--- config.mk ---
export PLATFORM = sky130hd
export DESIGN_NAME = step_input_conditioner
export DESIGN_NICKNAME = d
export VERILOG_FILES = /design/src/rtl/step_input_conditioner.sv
export SDC_FILE = /design/constraint.sdc
export NUM_CORES = 1
export LEC_CHECK = 0
export CORE_MARGIN = 1
export CORE_UTILIZATION = 45
export DETAILED_ROUTE_END_ITERATION = 6
export GPL_ROUTABILITY_DRIVEN = 0
export PLACE_DENSITY = 0.78
export RECOVER_POWER = 50
export SYNTH_ARGS = -nofsm -noshare
export SYNTH_HDL_FRONTEND = slang
export SYNTH_SLANG_ARGS = --single-unit
--- constraint.sdc ---
create_clock -name clk -period 2.05 [get_ports clk]
set_input_delay 0.41 -clock clk [delete_from_list [all_inputs] [get_ports clk]]
set_output_delay 0.41 -clock clk [all_outputs]
set_load 0.01 [all_outputs]
--- src/rtl/step_input_conditioner.sv ---
// ---------------------------------------------------------------------------
// step_input_conditioner
//
// Front end for the Moore-automaton lab cores. It turns raw board inputs
// into a clean one-cycle step strobe (en) and a debounced data level (a).
//
//   raw btn_step --> 2-flop sync --> debounce --> press-edge --+
//                                                              +--> en --> step_cnt
//   raw sw_auto  --> 2-flop sync --> auto_on --> prescaler ----+
//   raw sw_a     --> 2-flop sync --> debounce --> a
//
// Ports:
//   clk       in   system clock
//   rst_n     in   asynchronous active-low reset
//   btn_step  in   raw step pushbutton, asynchronous, 1 = pressed
//   sw_a      in   raw data switch, asynchronous
//   sw_auto   in   raw auto-run switch, asynchronous, 1 = auto stepping
//   en        out  one-cycle step strobe to the automaton (registered)
//   a         out  debounced data level to the automaton (registered)
//   step_cnt  out  number of en pulses issued, wraps at 2^CNT_W
//   auto_on   out  synchronised sw_auto, for the status LED
//
// Parameters:
//   DEBOUNCE_CYCLES  consecutive disagreeing synchronised samples needed to
//                    accept a new level on btn_step / sw_a (>= 1)
//   AUTO_PERIOD      clk cycles between auto-mode step pulses (>= 2)
//   CNT_W            width of step_cnt
// ---------------------------------------------------------------------------
module step_input_conditioner #(
    parameter int DEBOUNCE_CYCLES = 4,
    parameter int AUTO_PERIOD     = 5,
    parameter int CNT_W           = 8
) (
    input  logic             clk,
    input  logic             rst_n,
    input  logic             btn_step,
    input  logic             sw_a,
    input  logic             sw_auto,
    output logic             en,
    output logic             a,
    output logic [CNT_W-1:0] step_cnt,
    output logic             auto_on
);

    // Bit positions inside the synchroniser vectors.
    localparam int IDX_BTN  = 0;
    localparam int IDX_DAT  = 1;
    localparam int IDX_AUTO = 2;

    localparam int                DB_W    = $clog2(DEBOUNCE_CYCLES + 1);
    localparam int                PS_W    = $clog2(AUTO_PERIOD);
    localparam logic [DB_W-1:0]   DB_LAST = DB_W'(DEBOUNCE_CYCLES - 1);
    localparam logic [PS_W-1:0]   PS_LAST = PS_W'(AUTO_PERIOD - 1);

    // Synchronisers for all three raw inputs: {sw_auto, sw_a, btn_step}.
    logic [2:0]            sync1;
    logic [2:0]            sync2;

    // Debouncers: index IDX_BTN for the button, IDX_DAT for the data switch.
    logic [1:0]            db_stable;
    logic [1:0][DB_W-1:0]  db_cnt;
    logic [1:0]            db_stable_nx;
    logic [1:0][DB_W-1:0]  db_cnt_nx;
    logic [1:0]            db_accept;

    logic [PS_W-1:0]       presc;
    logic [PS_W-1:0]       presc_nx;

    logic                  press;
    logic                  presc_wrap;
    logic                  manual_mode;
    logic                  auto_mode;
    logic                  en_nx;

    assign auto_on = sync2[IDX_AUTO];
    assign a       = db_stable[IDX_DAT];

    // -----------------------------------------------------------------------
    // Debounce next-state. A disagreement must persist for DEBOUNCE_CYCLES
    // consecutive samples; any agreeing sample restarts the count from 0.
    // -----------------------------------------------------------------------
    always_comb begin
        // NOTE: every combinational output gets a default before any branch,
        // so no path leaves it unassigned and no latch is inferred.
        db_stable_nx = db_stable;
        db_cnt_nx    = '0;
        db_accept    = '0;
        for (int i = 0; i < 2; i++) begin
            if (sync2[i] != db_stable[i]) begin
                if (db_cnt[i] == DB_LAST) begin
                    db_stable_nx[i] = sync2[i];
                    db_accept[i]    = 1'b1;
                end else begin
                    db_cnt_nx[i] = db_cnt[i] + 1'b1;
                end
            end
        end
    end

    // -----------------------------------------------------------------------
    // Step strobe generation.
    //
    // The press edge is taken from the debouncer's next state so that en is
    // set on the same edge at which the stable button level rises.
    //
    // Mode selection looks at both the current auto_on (sync2) and the value
    // it takes at this edge (sync1). A mode change at this edge therefore
    // suppresses both pulse sources: a press coinciding with auto_on rising
    // is dropped, and so is a prescaler wrap coinciding with auto_on falling.
    // -----------------------------------------------------------------------
    always_comb begin
        press       = db_accept[IDX_BTN] & sync2[IDX_BTN];
        presc_wrap  = (presc == PS_LAST);
        manual_mode = ~sync2[IDX_AUTO] & ~sync1[IDX_AUTO];
        auto_mode   =  sync2[IDX_AUTO] &  sync1[IDX_AUTO];

        // Prescaler is parked at 0 outside auto mode, so the first auto
        // pulse lands AUTO_PERIOD cycles after auto_on rises.
        presc_nx = '0;
        if (sync2[IDX_AUTO] && !presc_wrap) begin
            presc_nx = presc + 1'b1;
        end

        en_nx = (manual_mode & press) | (auto_mode & presc_wrap);
    end

    // -----------------------------------------------------------------------
    // State registers.
    // -----------------------------------------------------------------------
    always_ff @(posedge clk or negedge rst_n) begin
        // NOTE: sequential state uses non-blocking assignments so every flop
        // samples pre-edge values, e.g. sync2 takes the old sync1.
        if (!rst_n) begin
            sync1     <= '0;
            sync2     <= '0;
            db_stable <= '0;
            db_cnt    <= '0;
            presc     <= '0;
            en        <= 1'b0;
            step_cnt  <= '0;
        end else begin
            sync1     <= {sw_auto, sw_a, btn_step};
            sync2     <= sync1;
            db_stable <= db_stable_nx;
            db_cnt    <= db_cnt_nx;
            presc     <= presc_nx;
            en        <= en_nx;
            step_cnt  <= step_cnt + CNT_W'(en_nx);
        end
    end

endmodule

Yosys cells after proc, flatten, opt, wreduce, memory -nomap -nowiden
Cells that the tools add are included.

storage, ports and cells
  register bits = 26
  latch bits = 0
  memory bits (writable) = 0
  bits in read-only memories = 0
  input port bits = 5
  logic and storage cells = 37
  memories = 0

operators by class
  add/subtract/negate cells = 4
  multiply operators = 0
  divide/modulo/power cells = 0
  magnitude comparators = 0
  equal/unequal tests = 5
  shift-type cells = 0
  muxes and demuxes = 7
  bitwise logic cells = 8
  reduce and logical (&&, ||, !) cells = 4

operator list
  kind                                            number
  2-to-1 mux 3 bit                                5
  adder 3 x 1 -> 3 bit (second input constant)    3
  adder 8 x 1 -> 8 bit                            1
  == test 3 x 2 -> 1 bit (second input constant)  2
  bitwise AND 1 bit                               5
  AND reduction 2 bit                             2
  == test 3 bit (second input constant)           1
  2-to-1 mux 1 bit                                2
  inequality test 1 bit                           2
  NOT 1 bit                                       2
  logical AND 1 bit                               1
  logical NOT 1 bit                               1
  OR 1 bit                                        1

Longest topological paths before layout
  word-level depth = 7
  depth in mapped cells = 8
  gate-level depth less buffers = 8

Least setup slack after synthesis
No wires, ideal clock.

  path kind = register -> register
  from = register sync2[2]
  to = register step_cnt[4]
  arrival = 1509 ps
  data required time = 1924 ps
  setup slack = 415 ps
  stages on the path, launching flop included = 8
  path buffers = 0
  cells stage by stage = dfrtp_1 nor4b_1 nand2_1 o21ai_0 ha_1 ha_1 nand3_1 xnor2_1

between the ends
  longest elaborated chain between the ends = 5
  elaborated cells on any way between the ends = 7
  those cells by class = add/sub (1); bitwise (6)

ends and longest elaborated chain
  item                    RTL line  source
  from (decl)             57        logic [2:0] sync2;
  from (signal assigned)  143       sync2 <= sync1;
  NOT 1 bit               114       manual_mode = ~sync2[IDX_AUTO] & ~sync1[IDX_AUTO];
  bitwise AND 1 bit       114
  bitwise AND 1 bit       124       en_nx = (manual_mode & press) | (auto_mode & presc_wrap);
  OR 1 bit *              124
  via en_nx               73        logic en_nx;
  adder 8 x 1 -> 8 bit *  148       step_cnt <= step_cnt + CNT_W'(en_nx);
  to (signal assigned)    148
  to (decl)               41        output logic [CNT_W-1:0] step_cnt,

Mark *: on every way through the listed nets, which the timed path passes. The rest lies on a longest branch.
A chain may end at the register's enable or synchronous reset.

Worst setup path in the final report
  from = register presc[0]
  to = register step_cnt[6]

between the ends
  longest elaborated chain between the ends = 4

ends and longest elaborated chain
  item                    RTL line  source
  from (decl)             66        logic [PS_W-1:0] presc;
  from (signal assigned)  146       presc <= presc_nx;
  == test 3 bit           113       presc_wrap = (presc == PS_LAST);
  bitwise AND 1 bit       124
  OR 1 bit                124
  via en_nx               73
  adder 8 x 1 -> 8 bit    148

The timed path passes the listed nets, and every way through them passes these cells.

==> results.py <==
metrics = {
    "logic_synthesis": {
        "syn_nets": 81,
        "syn_avg_cell_area_um2": 14.08,
        "synth_top_flop_cell": "dfrtp_1",
        "synth-seq-area-share": 0.6599,
        "netlist_area_um2": 985.9,
        "synth-edff-count": 0,
        "yosysWarnings": 0,
        "synthDistinctLibCells": 19,
        "synth_cells": 70,
        "async_reset_ff_frac": 1.000,
        "ys_ff_latch": 26,
    },
    "layout": {
        "final_layout_size_suffix_gt1_frac": 0.08889,
        "diodes": 0,
        "fillers": 168,
        "areaGrowthSynthToFinish_pct": 22.72,
        "fin_nets": 102,
        "final_core_util": 0.6044,
    },
    "placement": {
        "dpl.hpwl_um": 998.1,
        "port_buffers": 15,
    },
    "critical_path": {
        "critical-path-max-stage-delay_ns": 0.40,
        "crit_chain": "inv_1 -> ha_1 -> nand2_1 -> o21ai_0 -> ha_1 -> ha_1 -> nand3_1 -> xnor2_1",
        "crit_buf_inv": 1,
        "r2r_cells": 8,
        "rrSetupSlack_ns": 0.22,
        "required_ns": 2.25,
        "rr_startpoint": "presc[0]$_DFF_PN0_",
        "cp-startpoint": "presc[0]$_DFF_PN0_",
        "critPathKind": "reg2reg",
        "endpoint_kind": "flop",
        "crit_top_cell": "ha_1",
        "cp-start-kind": "flop",
        "worst_ep_arrival_time_ns": 2.03,
        "timing.rr.end": "step_cnt[6]$_DFF_PN0_",
        "crit_slowest_cell": "dfrtp_1",
        "cp_num_cells": 8,
        "cpLargestDelayFamily": "adder cells",
        "crit_fanout": 3,
    },
    "global_routing": {
        "track_usage": 0.1400,
        "grt_pass1_vias": 578,
        "overflow": 0,
        "grt_max_degree": 27,
        "antenna_found_initial": 0,
        "grt_first_pass_wirelength_um": 2511,
    },
    "timing": {
        "fin_crit_ns": 1.832,
        "slew-limit-headroom": 0.1460,
        "slew_violations": 0,
        "hold_violations": 0,
        "finalSetupTns_ns": 0,
        "rsz0062_at_grt": "false",
        "tightestPinTransition_ns": 1.281,
        "fmax_ghz": 0.5457,
        "fin_crit_sh": 0.8938,
        "fin_skew_ns": 0.005798,
        "setup_viol": 0,
    },
    "floorplan": {
        "row_count": 16,
        "die_h_um": 48.81,
        "start_util": 0.4925,
        "ios": 16,
        "die_area_mm2": 0.002382,
        "die_width_um": 48.81,
        "core_mm2": 0.002002,
    },
    "clock_tree": {
        "clk_latency_ns": 0.31,
        "clockBufferDepth": 2,
        "cts-root-buf": "clkbuf_4",
        "post_cts_resized": 0,
        "path_clk_slew_ns": 0.13,
        "ctsHoldBuffers": 0,
        "clock-sinks": 26,
        "cts_made_buffers": 3,
        "htreeDepth": 1,
        "cts_setup_buffers": 0,
        "cts_tree": "done",
    },
    "drt": {
        "post_drt_wl_per_cell_um": 11.32,
        "final_antenna_net_count": 0,
        "drc": 0,
        "drt-vias-per-instance": 4.675,
        "drt-initial-drc-count": 3,
        "vias": 547,
        "drt_wl_total_um": 1324,
        "dr.pass1.iters": 4,
    },
    "run_status": {
        "status": "finished clean",
    },
    "min_path": {
        "hold_depth": 0,
        "worstHoldPathType": "reg2reg",
        "whs_endpoint": "sync2[0]$_DFF_PN0_",
        "worstHoldStart": "sync1[0]$_DFF_PN0_",
    },
    "pwr": {
        "p_per_area_mw_per_mm2": 920.9,
        "p_leak_uw": 0.0005723,
        "vdd_drop_max_mv": 0.4984,
    },
    "job": {
        "max_cap_violations": 0,
    },
}
-- worst max-delay path by stage --
stage	slack, ns	end
6_report	0.22	step_cnt[6]$_DFF_PN0_
5_1_grt	0.08	step_cnt[6]$_DFF_PN0_
4_1_cts	0.22	step_cnt[6]$_DFF_PN0_
3_5_place_dp	0.24	step_cnt[6]$_DFF_PN0_
3_3_place_gp	0.36	step_cnt[4]$_DFF_PN0_
2_1_floorplan	0.41	step_cnt[4]$_DFF_PN0_
-- registers in the layout, indices dropped and copies added, names as in the netlist --
| signal | cells |
|---|---|
| step_cnt | 8 |
| sync1 | 3 |
| presc | 3 |
| db_cnt | 6 |
| sync2 | 3 |
| db_stable | 2 |
| en | 1 |
-- worst reg2reg max path: stages, from the launching register on --
cell	delay [ns]
dfrtp_1	0.40
inv_1	0.08
ha_1	0.17
nand2_1	0.09
o21ai_0	0.26
ha_1	0.24
ha_1	0.21
nand3_1	0.12
xnor2_1	0.16
-- metrics by stage --
step	instances	instance area [µm²]	worst slack, ns	total power [µW]	hold slack (ns)
after floorplan	70	985.9	0.4148	780.1	0.1144
after global placement	113	1177	0.3634	878.7	0.3342
after detailed placement	113	1177	0.2398	890.3	0.3409
after CTS	117	1214	0.2170	1136	0.3701
after global routing	117	1210	0.07573	1196	0.3745
final	117	1210	0.2176	1114	0.3660
-- area by class of cell --
| class | instances | area (µm²) | area share |
|---|---|---|---|
| sequential | 26 | 650.6 | 0.5377 |
| tap | 27 | 33.78 | 0.02792 |
| clock buffer | 4 | 36.28 | 0.02999 |
| timing repair buffer | 16 | 153.9 | 0.1272 |
| inverter | 2 | 7.507 | 0.006205 |
| multi-input combinational | 42 | 327.8 | 0.2709 |
-- report_power, final --
part	switching (µW)	internal [µW]	leakage, µW
Sequential	53.9	593	0.000337
Clock	133	108	0.0000210
Combinational	94.2	132	0.000214
Total	281	833	0.000572
-- routing by layer --
layer / vias to the layer above / wire length (µm) / GRT usage
met3: 2 / 59 / 0.02181
met1: 258 / 640 / 0.1907
li1: 275 / - / -
met5: - / 0 / 0
met4: 0 / 13 / 0.07353
met2: 12 / 611 / 0.2176
-- cells in the mapped netlist (2+ instances only) --
library cell	instances	area, µm²
xor2_1	3	26.28
nand2_1	5	18.77
dfrtp_1	26	650.6
nand3_1	2	10.01
xnor2_1	5	43.79
nor3_1	2	10.01
ha_1	6	75.07
and3_1	3	18.77
inv_1	2	7.510
nor2b_1	2	12.51
mux2_2	2	22.52
nor3b_1	5	37.54
-- cells by family after synthesis --
group / count (synthesis) / synth area share
compound gates: 2 / 0.01269
xor+xnor: 8 / 0.07107
fa+ha+maj: 6 / 0.07614
buf+inv: 2 / 0.007617
flops: 26 / 0.6599
mux: 2 / 0.02284
simple gates: 24 / 0.1498
-- layout by cell type (no fill, tap or decap) --
| cell | instances |
|---|---|
| dfrtp_1 | 26 |
| clkdlybuf4s50_1 | 11 |
| ha_1 | 6 |
| xnor2_1 | 5 |
| nor3b_1 | 5 |
| nand2_1 | 5 |
| dlygate4sd3_1 | 4 |
| and3_1 | 3 |
| xor2_1 | 3 |
| clkbuf_4 | 3 |
| nor2b_1 | 2 |
| nor3_1 | 2 |
| inv_1 | 2 |
| nand3_1 | 2 |
| mux2_2 | 2 |
| and2b_1 | 1 |
| nor4b_1 | 1 |
| o21ai_0 | 1 |
| nand3_2 | 1 |
| nor2_1 | 1 |
| nor3_2 | 1 |
| o21a_1 | 1 |
| clkbuf_8 | 1 |
| clkbuf_1 | 1 |
Note: power is estimated with default switching activity, not from simulation.
